==> src/rtl/mhsa_fetch_ctrl_pkg.sv <==
// Shared types and constants for the MHSA input-fetch controller.
package mhsa_pkg;

  typedef enum logic [1:0] {IDLE, FETCH, DRAIN, FINISH} fetch_state_t;

  localparam int USRAM_DW = 64;

endpackage

==> src/rtl/mhsa_fetch_ctrl_if.sv <==
// usram read port and outgoing word stream of the fetch controller.
interface mhsa_fetch_ctrl_if #(
  parameter int ADDR_W = 16
);
  import mhsa_pkg::*;

  logic                usram_rd_en;
  logic [ADDR_W-1:0]   usram_rd_addr;
  logic [USRAM_DW-1:0] usram_rdata;
  logic                m_valid;
  logic                m_ready;
  logic [USRAM_DW-1:0] m_data;
  logic                m_last;

  // Fetch controller side: issues reads, produces the stream.
  modport master (
    output usram_rd_en, usram_rd_addr,
    input  usram_rdata,
    output m_valid, m_data, m_last,
    input  m_ready
  );

  // Memory/consumer side.
  modport slave (
    input  usram_rd_en, usram_rd_addr,
    output usram_rdata,
    input  m_valid, m_data, m_last,
    output m_ready
  );

endinterface

==> src/rtl/mhsa_fetch_ctrl_fifo.sv <==
// First-word fall-through synchronous FIFO; head word is visible on rdata
// whenever empty is low. Push on a full FIFO is accepted only together with a pop.
module sync_fifo
  import mhsa_pkg::*;
#(
  parameter int DW    = USRAM_DW,
  parameter int DEPTH = 4
) (
  input  logic                    clk,
  input  logic                    rst_n,
  input  logic                    push,
  input  logic                    pop,
  input  logic [DW-1:0]           wdata,
  output logic [DW-1:0]           rdata,
  output logic [$clog2(DEPTH):0]  count,
  output logic                    empty,
  output logic                    full
);

  localparam int AW = $clog2(DEPTH);
  localparam logic [AW:0] FULL_CNT = (AW+1)'(DEPTH);

  logic [DW-1:0] r_mem [DEPTH];
  logic [AW-1:0] r_wptr;
  logic [AW-1:0] r_rptr;
  logic [AW:0]   r_count;
  logic          w_do_push;
  logic          w_do_pop;

  assign empty     = (r_count == '0);
  assign full      = (r_count == FULL_CNT);
  assign count     = r_count;
  assign rdata     = r_mem[r_rptr];
  assign w_do_pop  = pop & ~empty;
  assign w_do_push = push & (~full | w_do_pop);

  // Storage array; contents need no reset since occupancy is tracked separately.
  always_ff @(posedge clk) begin
    if (w_do_push) r_mem[r_wptr] <= wdata;
  end

  // Pointers and occupancy; simultaneous push and pop leave the count unchanged.
  always_ff @(posedge clk) begin
    if (!rst_n) begin
      r_wptr  <= '0;
      r_rptr  <= '0;
      r_count <= '0;
    end else begin
      if (w_do_push) r_wptr <= r_wptr + 1'b1;
      if (w_do_pop)  r_rptr <= r_rptr + 1'b1;
      case ({w_do_push, w_do_pop})
        2'b10:   r_count <= r_count + 1'b1;
        2'b01:   r_count <= r_count - 1'b1;
        default: r_count <= r_count;
      endcase
    end
  end

endmodule

==> src/rtl/mhsa_fetch_ctrl.sv <==
// Input-fetch stage: on a start[0] rising edge reads len 64-bit words from
// usram starting at input_base and streams them out with valid/ready.
// Reads are credit-limited so the output FIFO never overflows.
module mhsa_fetch_ctrl
  import mhsa_pkg::*;
#(
  parameter int ADDR_W   = 16,
  parameter int LEN_W    = 16,
  parameter int FIFO_DEP = 4
) (
  input  logic               clk,
  input  logic               rst_n,
  input  logic [31:0]        start,
  input  logic [31:0]        input_base,
  input  logic [LEN_W-1:0]   len,
  output logic               busy,
  output logic               done,
  mhsa_fetch_ctrl_if.master  bus
);

  localparam int CW  = $clog2(FIFO_DEP) + 1;
  localparam int CSW = CW + 1;

  fetch_state_t      r_state;
  fetch_state_t      w_state_nxt;
  logic              r_start_d;
  logic [ADDR_W-1:0] r_rd_ptr;
  logic [LEN_W-1:0]  r_remaining;
  logic [LEN_W-1:0]  r_sent;
  logic [LEN_W-1:0]  r_len_q;
  logic              r_done;
  logic              r_inflight_p1;

  logic              w_launch;
  logic              w_rd_en;
  logic              w_pop;
  logic              w_last;
  logic              w_fifo_empty;
  logic              w_fifo_full;
  logic [CW-1:0]     w_fifo_count;
  logic [CSW-1:0]    w_credit;
  logic [USRAM_DW-1:0] w_fifo_rdata;
  logic              w_unused_bits;

  assign w_launch = start[0] & ~r_start_d & (r_state == IDLE);

  // Words already buffered plus the one read still in flight must stay below depth.
  assign w_credit = {1'b0, w_fifo_count} + {{CW{1'b0}}, r_inflight_p1};
  assign w_rd_en  = (r_state == FETCH) & (r_remaining != '0) & (w_credit < CSW'(FIFO_DEP));

  assign w_pop  = ~w_fifo_empty & bus.m_ready;
  assign w_last = ~w_fifo_empty & (r_sent == (r_len_q - 1'b1));

  assign bus.usram_rd_en   = w_rd_en;
  assign bus.usram_rd_addr = w_rd_en ? r_rd_ptr : '0;
  assign bus.m_valid       = ~w_fifo_empty;
  assign bus.m_data        = w_fifo_empty ? '0 : w_fifo_rdata;
  assign bus.m_last        = w_last;
  assign busy              = (r_state != IDLE);
  assign done              = r_done;

  assign w_unused_bits = ^{start[31:1], input_base[31:ADDR_W+3], input_base[2:0], w_fifo_full};

  // FSM state register.
  always_ff @(posedge clk) begin
    if (!rst_n) r_state <= IDLE;
    else        r_state <= w_state_nxt;
  end

  // FSM next-state: zero-length jobs skip straight to FINISH.
  always_comb begin
    w_state_nxt = r_state;
    case (r_state)
      IDLE:    if (w_launch) w_state_nxt = (len == '0) ? FINISH : FETCH;
      FETCH:   if (w_rd_en && (r_remaining == LEN_W'(1))) w_state_nxt = DRAIN;
      DRAIN:   if (w_pop && w_last) w_state_nxt = FINISH;
      FINISH:  w_state_nxt = IDLE;
      default: w_state_nxt = IDLE;
    endcase
  end

  // Job counters, start edge detect, read-latency tracking and sticky done.
  always_ff @(posedge clk) begin
    if (!rst_n) begin
      r_start_d     <= 1'b0;
      r_inflight_p1 <= 1'b0;
      r_rd_ptr      <= '0;
      r_remaining   <= '0;
      r_sent        <= '0;
      r_len_q       <= '0;
      r_done        <= 1'b0;
    end else begin
      r_start_d     <= start[0];
      r_inflight_p1 <= w_rd_en;
      if (w_launch) begin
        r_rd_ptr    <= input_base[ADDR_W+2:3];
        r_remaining <= len;
        r_len_q     <= len;
        r_sent      <= '0;
        r_done      <= 1'b0;
      end else begin
        if (w_rd_en) begin
          r_rd_ptr    <= r_rd_ptr + 1'b1;
          r_remaining <= r_remaining - 1'b1;
        end
        if (w_pop) r_sent <= r_sent + 1'b1;
        if (r_state == FINISH) r_done <= 1'b1;
      end
    end
  end

  // ---- capture stage: read data lands one cycle after the strobe ----
  sync_fifo #(
    .DW    (USRAM_DW),
    .DEPTH (FIFO_DEP)
  ) u_fifo (
    .clk   (clk),
    .rst_n (rst_n),
    .push  (r_inflight_p1),
    .pop   (w_pop),
    .wdata (bus.usram_rdata),
    .rdata (w_fifo_rdata),
    .count (w_fifo_count),
    .empty (w_fifo_empty),
    .full  (w_fifo_full)
  );

endmodule
==> src/flat_wrapper.sv <==
// flat-port wrapper written by rule: the top's interface ports become plain ports
module mhsa_fetch_ctrl_flat import mhsa_pkg::*;
#(
  parameter int ADDR_W   = 16,
  parameter int LEN_W    = 16,
  parameter int FIFO_DEP = 4
)
  (clk, rst_n, start, input_base, len, busy, done, bus_usram_rd_en, bus_usram_rd_addr, bus_usram_rdata, bus_m_valid, bus_m_data, bus_m_last, bus_m_ready);
  mhsa_fetch_ctrl_if #(.ADDR_W(ADDR_W)) bus_i ();
  input  logic clk;
  input  logic rst_n;
  input  logic [31:0] start;
  input  logic [31:0] input_base;
  input  logic [LEN_W-1:0] len;
  output logic busy;
  output logic done;
  output wire logic [$bits(bus_i.usram_rd_en)-1:0] bus_usram_rd_en;
  output wire logic [$bits(bus_i.usram_rd_addr)-1:0] bus_usram_rd_addr;
  input wire logic [$bits(bus_i.usram_rdata)-1:0] bus_usram_rdata;
  output wire logic [$bits(bus_i.m_valid)-1:0] bus_m_valid;
  output wire logic [$bits(bus_i.m_data)-1:0] bus_m_data;
  output wire logic [$bits(bus_i.m_last)-1:0] bus_m_last;
  input wire logic [$bits(bus_i.m_ready)-1:0] bus_m_ready;
  assign bus_usram_rd_en = bus_i.usram_rd_en;
  assign bus_usram_rd_addr = bus_i.usram_rd_addr;
  assign bus_i.usram_rdata = bus_usram_rdata;
  assign bus_m_valid = bus_i.m_valid;
  assign bus_m_data = bus_i.m_data;
  assign bus_m_last = bus_i.m_last;
  assign bus_i.m_ready = bus_m_ready;
  mhsa_fetch_ctrl #(.ADDR_W(ADDR_W), .LEN_W(LEN_W), .FIFO_DEP(FIFO_DEP)) u_core (.clk(clk), .rst_n(rst_n), .start(start), .input_base(input_base), .len(len), .busy(busy), .done(done), .bus(bus_i));
endmodule
==> config.mk <==
export PLATFORM = sky130hd
export DESIGN_NAME = mhsa_fetch_ctrl_flat
export DESIGN_NICKNAME = d
export VERILOG_FILES = /design/src/rtl/mhsa_fetch_ctrl_pkg.sv /design/src/rtl/mhsa_fetch_ctrl_if.sv /design/src/rtl/mhsa_fetch_ctrl_fifo.sv /design/src/rtl/mhsa_fetch_ctrl.sv /design/src/flat_wrapper.sv
export SDC_FILE = /design/constraint.sdc
export NUM_CORES = 1
export LEC_CHECK = 0
export BUFFER_PORTS_ARGS = -buffer_cell sky130_fd_sc_hd__buf_4
export CAP_MARGIN = 20
export CORE_ASPECT_RATIO = 0.8
export CORE_MARGIN = 2
export CORE_UTILIZATION = 55
export DETAILED_ROUTE_END_ITERATION = 10
export GPL_TIMING_DRIVEN = 0
export PLACE_DENSITY = 0.8
export RECOVER_POWER = 25
export SLEW_MARGIN = 20
export SYNTH_ARGS = -nofsm -noshare
export SYNTH_HDL_FRONTEND = slang
export SYNTH_SLANG_ARGS = --single-unit
==> constraint.sdc <==
create_clock -name clk -period 3.1 [get_ports clk]
set_input_delay 0.31 -clock clk [delete_from_list [all_inputs] [get_ports clk]]
set_output_delay 0.31 -clock clk [all_outputs]
set_load 0.1 [all_outputs]
==> results of run 1 <==
==> cells in the final DEF, fill, tap and decap left out, drive strengths merged, types with 17 or more instances in the layout <==
cell type / instances
edfxtp: 256
a211oi: 17
clkbuf: 125
inv: 22
mux4: 64
a21oi: 36
dfxtp: 78
nand3: 20
o21ai: 22
nand2: 54
buf: 152
xnor2: 23
dlygate4sd3: 59
nor2: 48
xor2: 46
and2: 87
==> synth_stat cells (3+ instances only) <==
library cell	count
edfxtp_1	256
and2_1	87
dfxtp_1	78
mux4_2	64
nand2_1	54
nor2_1	48
xor2_1	46
clkbuf_1	37
a21oi_1	36
xnor2_1	23
o21ai_0	21
nand3_1	19
inv_1	18
a211oi_1	17
ha_1	14
nor4_1	11
and3_1	10
nand4_1	9
buf_1	7
nor3_1	6
or3_1	6
nand2b_1	5
a311oi_1	3
buf_2	3
nor4b_1	3
or2_2	3
or4_4	3
==> power by group through the flow <==
| stage | Sequential [W] | Clock [W] | Combinational [W] |
|---|---|---|---|
| 6_report | 0.00556 | 0.00404 | 0.00908 |
| 5_1_grt | 0.00560 | 0.00428 | 0.00949 |
| 4_1_cts | 0.00554 | 0.00409 | 0.00904 |
| 3_5_place_dp | 0.00558 | 0 | 0.00884 |
| 3_3_place_gp | 0.00559 | 0 | 0.00872 |
| 2_1_floorplan | 0.00554 | 0 | 0.00695 |
==> final timing paths <==
kind	from	end	slack, ns	cells past startpoint
max	u_core.r_len_q[0]	bus_m_last	0.01	8
min	start[0]	u_core.r_start_d	0.02	2
max reg2reg	u_core.r_len_q[0]	u_core.r_state[1]	0.36	10
min reg2reg	u_core.done	u_core.done	0.48	2
==> metrics by stage <==
| stage | total power (W) | worst slack [ns] | setup TNS (ns) | util, % |
|---|---|---|---|---|
| detailed placement | 0.0144 | 0.0294 | 0 | 63.0 |
| floorplan | 0.0125 | -0.204 | -0.204 | - |
| global placement | 0.0143 | -0.701 | -170.03 | 62.7 |
| CTS | 0.0187 | -0.00384 | -0.00384 | 70.3 |
| finish | 0.0187 | 0.0130 | 0 | 69.9 |
| global route | 0.0194 | -0.0833 | -0.0833 | 69.9 |
==> cell type report <==
class / count / share of cell area, %
Sequential cell: 334 / 52.7
Multi-Input combinational cell: 525 / 26.0
Timing Repair Buffer: 252 / 11.0
Clock buffer: 43 / 5.16
Tap cell: 324 / 2.31
Buffer: 46 / 1.32
Clock inverter: 21 / 1.08
Inverter: 18 / 0.385
==> cell families after synthesis <==
kind of cell | after synthesis
flops | 334
simple gates | 281
compound gates | 93
xor+xnor | 70
buf+inv | 67
mux | 66
fa+ha+maj | 15
==> metal layers <==
| layer | routed length (um) | up-vias | global-route usage [%] |
|---|---|---|---|
| met1 | 13600 | 4488 | 32.7 |
| met2 | 15900 | 290 | 40.5 |
| met4 | 547 | 0 | 6.09 |
| met3 | 1720 | 40 | 4.07 |
| li1 | - | 4059 | - |
| met5 | 0 | - | 0 |
==> registers in the layout (all words and copies together), names as in the netlist, named ones only <==
signal,flops
u_core.u_fifo.r_mem,256
u_core.r_state,2
u_core.u_fifo.r_rptr,2
u_core.r_remaining,16
u_core.r_rd_ptr,16
u_core.u_fifo.r_wptr,2
u_core.done,1
u_core.r_len_q,16
u_core.r_sent,16
u_core.r_inflight_p1,1
u_core.u_fifo.count,3
u_core.r_start_d,1
==> what timing repair did <==
item                                    CTS  global route
endpoints found under the setup margin   77            34
pin swaps                                 6             1
setup buffers                             4             1
hold endpoints to repair                228             0
resized for setup                        33            12
hold buffers                             59             0
==> metrics.md, run 1 <==
| Metric | Value |
|---|---|
| Hold WS | 0.0229 ns |
| P_sw | 0.00868 W |
| Logic pwr share | 48.6% |
| P&R area growth vs syn | 25.8% |
| Number of CTS-inserted buffers | 35 |
| Adder-Cell Fraction of Synth Area | 1.40% |
| Slew Viols, Final | 0 |
| Post-synthesis simple-gate area fraction | 11.2% |
| Slew @ Worst Pin | 1.02 ns |
| Clock skew | 0.0133 ns |
| Main combinational cell family by area after synthesis | simple AND/OR/NAND/NOR gates |
| Placed insts | 1,438 |
| Synth area leaders | edfxtp_1 (55%), dfxtp_1 (11%), mux4_2 (10%) |
| Post-synth ARST share | 0% |
| Register Area | 0.00926 sq mm |
| CTS tree | done |
| Sw frac | 46.5% |
| Largest net degree at the start of global routing | 40 |
| Synth Instances | 926 |
| Internal power | 0.0100 W |
| Mux cell area share after synthesis | 10.5% |
| Initial antenna violation count | 0 |
| # rows | 52 |
| Synth top area share | 55.1% |
| Prevailing post-synth register cell | edfxtp_1 |
| Global route overflow | 0 |
| Die Area | 0.0266 sq mm |
| Placer congestion estimate | 0.858 |
| Xor/xnor share of the synthesized area | 4.50% |
| Lkg Pwr | 6.15 nW |
| Worst hold path type | in -> reg |
| Starting Density | 55.5% |
| Max VDD drop | 0.685 mV |
| Fin nets | 1,374 |
| Final Critical Period | 3.09 ns |
| Post-synthesis sequential area ratio | 66.3% |
| Netlist cell types | 57 |
| Non-Filler Instances | 1,563 |
| Clock power share | 21.6% |
| Max Buffers Root-to-Sink | 3 |
| Routed WL | 31,800 um |
| Critical Path RT | 2.79 ns |
| Synthesized area | 0.0139 sq mm |
| Critical Path Slowest Stage Cell | nor4b_1 |
| Die W | 182 um |
| Syn_area_per_cell | 15.1 sq um |
| Buf/Inv on CP | 2 |
| Outcome | finished, final reports clean |
| Layout cells sized above 1 | 25.0% |
| Fmax | 0.324 GHz |
| Multi-input logic area | 0.00457 sq mm |
| Via count | 8,877 |
| Warnings, synthesis | 0 |
| Routed Antenna Nets | 0 |
| CORE AREA | 0.0251 sq mm |
| Antenna Cells | 0 |
| Syn_nets | 1,088 |
| HPWL after DPL | 19,600 um |
| CTS clk-pin slew, worst paths | 0.06 ns |
| Critical setup path kind | reg -> out |
| CTS Sinks | 334 |
| Pwr dens | 1060 mW/mm^2 |
| Initial DRT Pass Iterations | 4 |
| Design Area, Final | 0.0175 sq mm |
| Fin. Hold Viols | 0 |
| Port Buf Inserts | 184 |
| Max FO, Critical Path | 6 |
| Largest stage delay on the critical path | 0.59 ns |
| Ports | 232 |
| Compound-gate portion of the synthesized area | 4.17% |
| Post-synth EDFFs | 256 |
| Setup crit end kind | primary output |
| Rel. slew slack | 31.6% |
| Top delay family on crit path | simple AND/OR/NAND/NOR gates |
| CP most frequent cell | nand3_1 |
| Initial DRC Count | 716 |
| Number of global-route vias before repair | 9,041 |
| Die H | 146 um |
| Skew-Pair Late Insertion Delay | 0.52 ns |
| # fillers | 1,725 |
| Max-cap viol count | 0 |
| RSZ-0062 raised after global routing | true |
| Post-synth top area cell | edfxtp_1 |
| Vias per cell | 5.68 |
| Flop pwr share | 29.7% |
| Synthesis-stage register bit count | 334 |
| First-pass GRT wire length | 49,600 um |
| DRC | 0 |
| Final setup fails | 0 |
| CTS HTree Levels | 2 |
| Post-route clock period utilization | 99.6% |
| CP Launch Type | flop |
| Root Driver | clkbuf_16 |
| CP arrival | 2.78 ns |
| Total Routing Usage GR | 24.0% |
| Crit-path cells | inv_2 -> ha_4 -> nor4b_1 -> nand3_1 -> o21bai_1 -> nand3_1 -> a311oi_2 -> buf_6 |
| Dpl cell area | 0.0158 sq mm |
| Wire per inst | 20.3 um |
Note: power is estimated with default switching activity, not from simulation.
==> run 2, diff against run 1 <==
- SYNTH_HIERARCHICAL: unset -> 1
==> run 2 against run 1 <==
Synthesized cell count is 2.2% higher. Critical path type unchanged. Count of clock-buffer cells in the layout fell by 1. Cell area barely moved. Sequential power shrank 3%. Largest power group is now sequential cells. Highest routed layer unchanged. Largest cell class unchanged. Synthesized area rose by 0.76%. Worst setup slack lost 0.0058 ns. Fmax decreased by 0.19%. Global-route usage down 0.68 points.
==> metrics.md, run 2 <==
| Metric | Value |
|---|---|
| Syn_area_per_cell | 14.9 sq um (was 15.1 sq um) |
| Wire per inst | 19.9 um (was 20.3 um) |
| Critical setup path kind | reg -> out (unchanged) |
| Die Area | 0.0268 sq mm (was 0.0266 sq mm) |
| Syn_nets | 1,107 (was 1,088) |
| CTS Sinks | 334 (unchanged) |
| Max Buffers Root-to-Sink | 3 (unchanged) |
| Ports | 232 (unchanged) |
| Worst hold path type | in -> reg (unchanged) |
| Layout cells sized above 1 | 25.1% (was 25.0%) |
| Reg2reg setup slack | 0.36 ns (about the same) |
| Commonest non-fill, non-tap cell in the layout | edfxtp_1 (unchanged) |
| Critical Path Slowest Stage Cell | or4_4 (was nor4b_1) |
| Fin. Hold Viols | 0 (unchanged) |
| Clock power share | 34.2% (was 21.6%) |
| Dpl cell area | 0.0159 sq mm (was 0.0158 sq mm) |
| Setup crit end kind | primary output (unchanged) |
| Initial antenna violation count | 2 (was 0) |
| Sw frac | 28.4% (was 46.5%) |
| Routed WL | 31,400 um (was 31,800 um) |
| Post-route clock period utilization | 99.8% (was 99.6%) |
| Starting Density | 55.8% (was 55.5%) |
| Synthesized area | 0.0140 sq mm (was 0.0139 sq mm) |
| First-pass GRT wire length | 48,500 um (was 49,600 um) |
| DR top layer | met4 (unchanged) |
| Largest net degree at the start of global routing | 44 (was 40) |
| Warnings, synthesis | 6 (was 0) |
| CTS clk-pin slew, worst paths | 0.06 ns (about the same) |
| Root Driver | clkbuf_16 (unchanged) |
| Vias per cell | 5.65 (was 5.68) |
| # rows | 52 (unchanged) |
| Fin nets | 1,389 (was 1,374) |
| Routed met3 length | 1860 um (was 1720 um) |
| Global route overflow | 0 (unchanged) |
| Slew Viols, Final | 0 (unchanged) |
| Number of global-route vias before repair | 8,993 (was 9,041) |
| Worst hold start | input_base[18] (was start[0]) |
| Max-cap viol count | 0 (unchanged) |
| Hold path depth | 3 (was 2) |
| Crit Reg-Reg Endpoint | u_core/u_fifo/count[2] (was u_core.r_state[1]) |
| DRC | 0 (unchanged) |
| Placer congestion estimate | 0.920 (was 0.858) |
| Non-Filler Instances | 1,579 (was 1,563) |
| Largest register by flop count | u_core/u_fifo/r_mem (was u_core.u_fifo.r_mem) |
| Initial DRC Count | 687 (was 716) |
| Setup TNS | 0 ns (unchanged) |
| Die W | 183 um (was 182 um) |
| CORE AREA | 0.0252 sq mm (was 0.0251 sq mm) |
| Largest stage delay on the critical path | 0.50 ns (was 0.59 ns) |
| RR Startpoint | u_core/u_fifo/count[2] (was u_core.r_len_q[0]) |
| Hold endpoint | u_core/r_rd_ptr[15] (was u_core.r_start_d) |
| CTS tree | done (unchanged) |
| HPWL after DPL | 20,600 um (was 19,600 um) |
| Critical Path RT | 2.79 ns (about the same) |
| P_sw | 0.00329 W (was 0.00868 W) |
| Commonest non-fill, non-tap cells in the layout | edfxtp_1 (256), buf_4 (149), dfxtp_1 (76), nor2b_1 (67), clkbuf_1 (66) (was edfxtp_1 (256), buf_4 (143), clkbuf_1 (82), and2_1 (82), dfxtp_1 (75)) |
| Die H | 147 um (was 146 um) |
| Crit-path cells | buf_2 -> or4_4 -> or2_4 -> nor4_4 -> o211ai_2 -> nor3_2 -> o31a_1 -> buf_12 (was inv_2 -> ha_4 -> nor4b_1 -> nand3_1 -> o21bai_1 -> nand3_1 -> a311oi_2 -> buf_6) |
| Power Total | 0.0116 W (was 0.0187 W) |
| Synth Instances | 946 (was 926) |
| Flop pwr share | 46.4% (was 29.7%) |
| Rel. slew slack | 36.7% (was 31.6%) |
| P&R area growth vs syn | 24.9% (was 25.8%) |
| Pwr dens | 659 mW/mm^2 (was 1060 mW/mm^2) |
| Final Critical Period | 3.09 ns (about the same) |
| Total Routing Usage GR | 23.3% (was 24.0%) |
| Worst R2R Path Depth | 9 (was 10) |
| WL met2 | 15,400 um (was 15,900 um) |
| Logic pwr share | 19.4% (was 48.6%) |
| Lkg Pwr | 6.08 nW (was 6.15 nW) |
| Initial DRT Pass Iterations | 5 (was 4) |
| Clock skew | 0.0177 ns (was 0.0133 ns) |
| Design Area, Final | 0.0176 sq mm (was 0.0175 sq mm) |
| Final setup fails | 0 (unchanged) |
| Skew-Pair Late Insertion Delay | 0.51 ns (was 0.52 ns) |
| Placed insts | 1,458 (was 1,438) |
| Slew @ Worst Pin | 0.942 ns (was 1.02 ns) |
| CTS HTree Levels | 2 (unchanged) |
| M1 WL | 13,500 um (was 13,600 um) |
| RSZ-0062 raised after global routing | true (unchanged) |
| Layout Utilization | 69.7% (was 69.9%) |
| Outcome | finished, final reports clean (unchanged) |
| Max reg flops | 256 (unchanged) |
| Port Buf Inserts | 184 (unchanged) |
| CP arrival | 2.78 ns (about the same) |
| Internal power | 0.00828 W (was 0.0100 W) |
| Max VDD drop | 0.406 mV (was 0.685 mV) |
| CP Launch Type | flop (unchanged) |
| Number of CTS-inserted buffers | 34 (was 35) |
| Fmax | 0.323 GHz (was 0.324 GHz) |
| Routed Antenna Nets | 0 (unchanged) |
| Max FO, Critical Path | 8 (was 6) |
| Via count | 8,925 (was 8,877) |
## run 2: changes by cell type in the layout (fill, tap and decap cells not counted), moves of 7 or more
cell	before	now
a211oi_1	17	9
nor2_1	48	36
nand4_1	9	18
and2_1	82	22
nor2b_1	0	67
xor2_1	46	39
nor3_1	6	14
a21oi_1	36	44
clkbuf_1	82	66
## run 2: area by class of cell
type / instances / area (sq um)
sequential: 334 / 9250
fill: 1683 / 7620
multi-input combinational: 545 / 4600
timing repair buffer: 248 / 1910
clock buffer: 42 / 921
tap: 324 / 405
buffer: 45 / 221
clock inverter: 19 / 161
inverter: 20 / 75.1
antenna: 2 / 5.00
## run 2: metal layers
metal  global-route usage [%]  vias to the layer above
met3                     4.36                       53
met5                        0                        -
met1                     32.5                     4477
met2                     37.7                      266
met4                     7.10                        0
li1                         -                     4129
## run 2: critical path: cells and delay by family (launching register included)
kind,cells,cell delay (ns)
DFF,1,0.29
AOI/OAI and AO/OA,2,0.39
buffers and inverters,2,0.35
and+or+nand+nor,4,1.26
## run 2: what timing repair did
item / in CTS / in global routing
buffers inserted: 1 / 2
hold buffers: 56 / 1
endpoints found under the hold margin: 218 / 3
pin swaps: 0 / 3
gates resized for setup: 15 / 17
gates cloned: 0 / 0
endpoints found under the setup margin: 68 / 15
## run 2: worst max-delay path by stage
stage	from	end	slack [ns]	depth (start not counted)
after floorplan	u_core/u_fifo/count[1]	bus_m_last	0.12	7
after global placement	u_core/u_fifo/count[2]	u_core/u_fifo/r_mem[0][28]	-0.37	6
after detailed placement	u_core/r_remaining[4]	bus_usram_rd_addr[4]	0.08	7
after CTS	u_core/r_len_q[10]	bus_m_last	0.005	8
after global routing	u_core/r_len_q[10]	bus_m_last	-0.10	8
final	u_core/r_len_q[10]	bus_m_last	0.007	8
## run 2: power groups by stage
stage	logic [W]	clock network (W)	registers (W)
2_1_floorplan	0.00155	0	0.00539
3_3_place_gp	0.00204	0	0.00543
3_5_place_dp	0.00211	0	0.00544
4_1_cts	0.00222	0.00402	0.00536
5_1_grt	0.00240	0.00420	0.00540
6_report	0.00224	0.00395	0.00537
## run 2: per-stage QoR
stage / hold slack, ns / worst slack [ns]
final: 0.0571 / 0.00721
after global routing: 0.0702 / -0.104
after CTS: 0.0000172 / 0.00520
after detailed placement: 0.471 / 0.0777
after global placement: 0.454 / -0.375
after floorplan: 0.409 / 0.122
==> run 3, diff against run 2 <==
- ABC_AREA: unset -> 1
- ABC_CLOCK_PERIOD_IN_PS: unset -> 3100
==> run 3 against run 2 <==
Sequential share of layout area shrank 2.5 points. Count of clock-buffer cells in the layout is 2 higher. First-iteration DRC count up 55%. Fmax is 2.5% higher.
==> metrics.md, run 3 <==
| Metric | Value |
|---|---|
| Outcome | finished, final reports clean (unchanged) |
| Initial DRC Count | 1,063 (was 687) |
| Routed WL | 39,000 um (was 31,400 um) |
| Placer congestion estimate | 0.921 (was 0.920) |
| Commonest non-fill, non-tap cell in the layout | nor2_1 (was edfxtp_1) |
| Warnings, synthesis | 6 (unchanged) |
| Sw frac | 42.7% (was 28.4%) |
| Max FO, Critical Path | 10 (was 8) |
| Wire per inst | 18.2 um (was 19.9 um) |
| Root Driver | clkbuf_16 (unchanged) |
| Layout cells sized above 1 | 16.3% (was 25.1%) |
| Internal power | 0.00910 W (was 0.00828 W) |
| Flop pwr share | 34.3% (was 46.4%) |
| Post-CTS setup buffers | 0 (was 1) |
| CP arrival | 2.71 ns (was 2.78 ns) |
| Slew @ Worst Pin | 0.634 ns (was 0.942 ns) |
| Largest stage delay on the critical path | 0.49 ns (was 0.50 ns) |
| Number of global-route vias before repair | 11.6k (was 8,993) |
| Routed Antenna Nets | 0 (unchanged) |
| Post-route clock period utilization | 97.3% (was 99.8%) |
| Clock skew | 0.0218 ns (was 0.0177 ns) |
| CORE AREA | 0.0263 sq mm (was 0.0252 sq mm) |
| Pwr dens | 861 mW/mm^2 (was 659 mW/mm^2) |
| CTS Sinks | 334 (unchanged) |
| Syn_nets | 1,616 (was 1,107) |
| Max Buffers Root-to-Sink | 3 (unchanged) |
| Worst R2R Path Depth | 8 (was 9) |
| Logic pwr share | 39.8% (was 19.4%) |
| Fmax | 0.331 GHz (was 0.323 GHz) |
| Top delay family on crit path | buffers and inverters (was simple AND/OR/NAND/NOR gates) |
| Slew Viols, Final | 0 (unchanged) |
| CP Launch Type | flop (unchanged) |
| Worst hold path type | in -> reg (unchanged) |
| Total Routing Usage GR | 27.3% (was 23.3%) |
| Largest register by flop count | u_core/u_fifo/r_mem (unchanged) |
| Hold WS | 0.0206 ns (was 0.0571 ns) |
| Die Area | 0.0281 sq mm (was 0.0268 sq mm) |
| Setup TNS | 0 ns (unchanged) |
| Initial antenna violation count | 4 (was 2) |
| Starting Density | 56.0% (was 55.8%) |
| Hold path depth | 3 (unchanged) |
| Final Worst Setup Slack | 0.0829 ns (was 0.00721 ns) |
| Vias per cell | 5.57 (was 5.65) |
| Worst slack at placement | 0.422 ns (was 0.0777 ns) |
| Fin nets | 1,911 (was 1,389) |
| Port Buf Inserts | 184 (unchanged) |
| Max reg flops | 256 (unchanged) |
| Rel. slew slack | 57.7% (was 36.7%) |
| Syn_area_per_cell | 10.1 sq um (was 14.9 sq um) |
| Synthesized area | 0.0147 sq mm (was 0.0140 sq mm) |
| Ports | 232 (unchanged) |
| Synth Instances | 1,455 (was 946) |
| Setup crit end kind | primary output (unchanged) |
| Die H | 150 um (was 147 um) |
| P_sw | 0.00678 W (was 0.00329 W) |
| Global route overflow | 0 (unchanged) |
| Max VDD drop | 0.717 mV (was 0.406 mV) |
| RSZ-0062 raised after global routing | false (was true) |
| # rows | 53 (was 52) |
| Fin. Hold Viols | 0 (unchanged) |
| Lkg Pwr | 7.10 nW (was 6.08 nW) |
| Final Critical Period | 3.02 ns (was 3.09 ns) |
| P&R area growth vs syn | 25.4% (was 24.9%) |
| Via count | 11.9k (was 8,925) |
| Layout Utilization | 70.2% (was 69.7%) |
| Max-cap viol count | 0 (unchanged) |
| CTS tree | done (unchanged) |
| HPWL after DPL | 25,300 um (was 20,600 um) |
| Buf/Inv on CP | 4 (was 2) |
| First-pass GRT wire length | 60,200 um (was 48,500 um) |
| Critical path depth in cells | 7 (was 8) |
| Critical setup path kind | reg -> out (unchanged) |
| Clock power share | 25.9% (was 34.2%) |
| Largest net degree at the start of global routing | 25 (was 44) |
| Commonest non-fill, non-tap cells in the layout | nor2_1 (267), edfxtp_1 (256), inv_1 (160), nand2_1 (150), buf_4 (146) (was edfxtp_1 (256), buf_4 (149), dfxtp_1 (76), nor2b_1 (67), clkbuf_1 (66)) |
| CTS HTree Levels | 2 (unchanged) |
| # fillers | 1,871 (was 1,683) |
| Initial DRT Pass Iterations | 5 (unchanged) |
| CTS clk-pin slew, worst paths | 0.06 ns (about the same) |
| Critical Path RT | 2.79 ns (about the same) |
| Skew-Pair Late Insertion Delay | 0.53 ns (was 0.51 ns) |
| Die W | 187 um (was 183 um) |
| Critical Path Slowest Stage Cell | clkbuf_1 (was or4_4) |
| Final setup fails | 0 (unchanged) |
| Number of CTS-inserted buffers | 34 (unchanged) |
| Crit-path cells | nor2_2 -> nand2_2 -> inv_1 -> clkbuf_2 -> clkbuf_1 -> nor2_1 -> buf_4 (was buf_2 -> or4_4 -> or2_4 -> nor4_4 -> o211ai_2 -> nor3_2 -> o31a_1 -> buf_12) |
| DRC | 0 (unchanged) |
-- run 3: what timing repair did --
action / CTS / global route
gates resized for setup: 1 / 2
setup endpoints to repair: 20 / 14
hold buffers: 63 / 0
endpoints found under the hold margin: 247 / 0
-- run 3: tightest hold or removal path: cells and delay by family --
family | cells | cell delay, ns
buffers and inverters | 2 | 0.15
and+or+nand+nor | 1 | 0.04
-- run 3: power by group through the flow --
stage / Clock, W / Combinational (W) / Sequential, W
final: 0.00412 / 0.00632 / 0.00545
after global routing: 0.00433 / 0.00667 / 0.00548
after CTS: 0.00415 / 0.00627 / 0.00543
after detailed placement: 0 / 0.00616 / 0.00553
after global placement: 0 / 0.00596 / 0.00555
after floorplan: 0 / 0.00468 / 0.00550
-- run 3: layout make-up --
type,instances,area (sq um),share of cell area (%)
Sequential cell,334,9250,50.2
Multi-Input combinational cell,891,4500,24.4
Timing Repair Buffer,259,2110,11.5
Clock buffer,44,898,4.87
Inverter,166,628,3.41
Tap cell,357,447,2.42
Buffer,64,390,2.12
Clock inverter,18,215,1.17
Antenna cell,2,5.00,0.0271
-- run 3: layer usage --
| metal | wire length, um | GRT usage (%) | part of all wire [%] | vias to the layer above |
|---|---|---|---|---|
| met2 | 18500 | 45.1 | 47 | 608 |
| met5 | 13 | 0 | 0.033 | - |
| li1 | - | - | - | 5599 |
| met4 | 835 | 9.52 | 2.1 | 2 |
| met1 | 16200 | 36.8 | 42 | 5604 |
| met3 | 3400 | 4.78 | 8.7 | 73 |
-- run 3: path summary, 6_finish.rpt --
path | startpoint | to | slack [ns]
min | start[0] | u_core/r_start_d | 0.02
max reg2reg | u_core/r_state[0] | u_core/r_sent[5] | 0.60
max | u_core/u_fifo/count[1] | bus_m_data[34] | 0.08
min reg2reg | u_core/u_fifo/r_rptr[1] | flop | 0.46
-- run 3: per-stage QoR --
step           area [sq um]  instances  total power (W)
2_1_floorplan         14700       1455           0.0102
3_3_place_gp          16600       1996           0.0115
3_5_place_dp          16900       2008           0.0117
4_1_cts               18600       2133           0.0159
5_1_grt               18400       2135           0.0165
6_report              18400       2135           0.0159
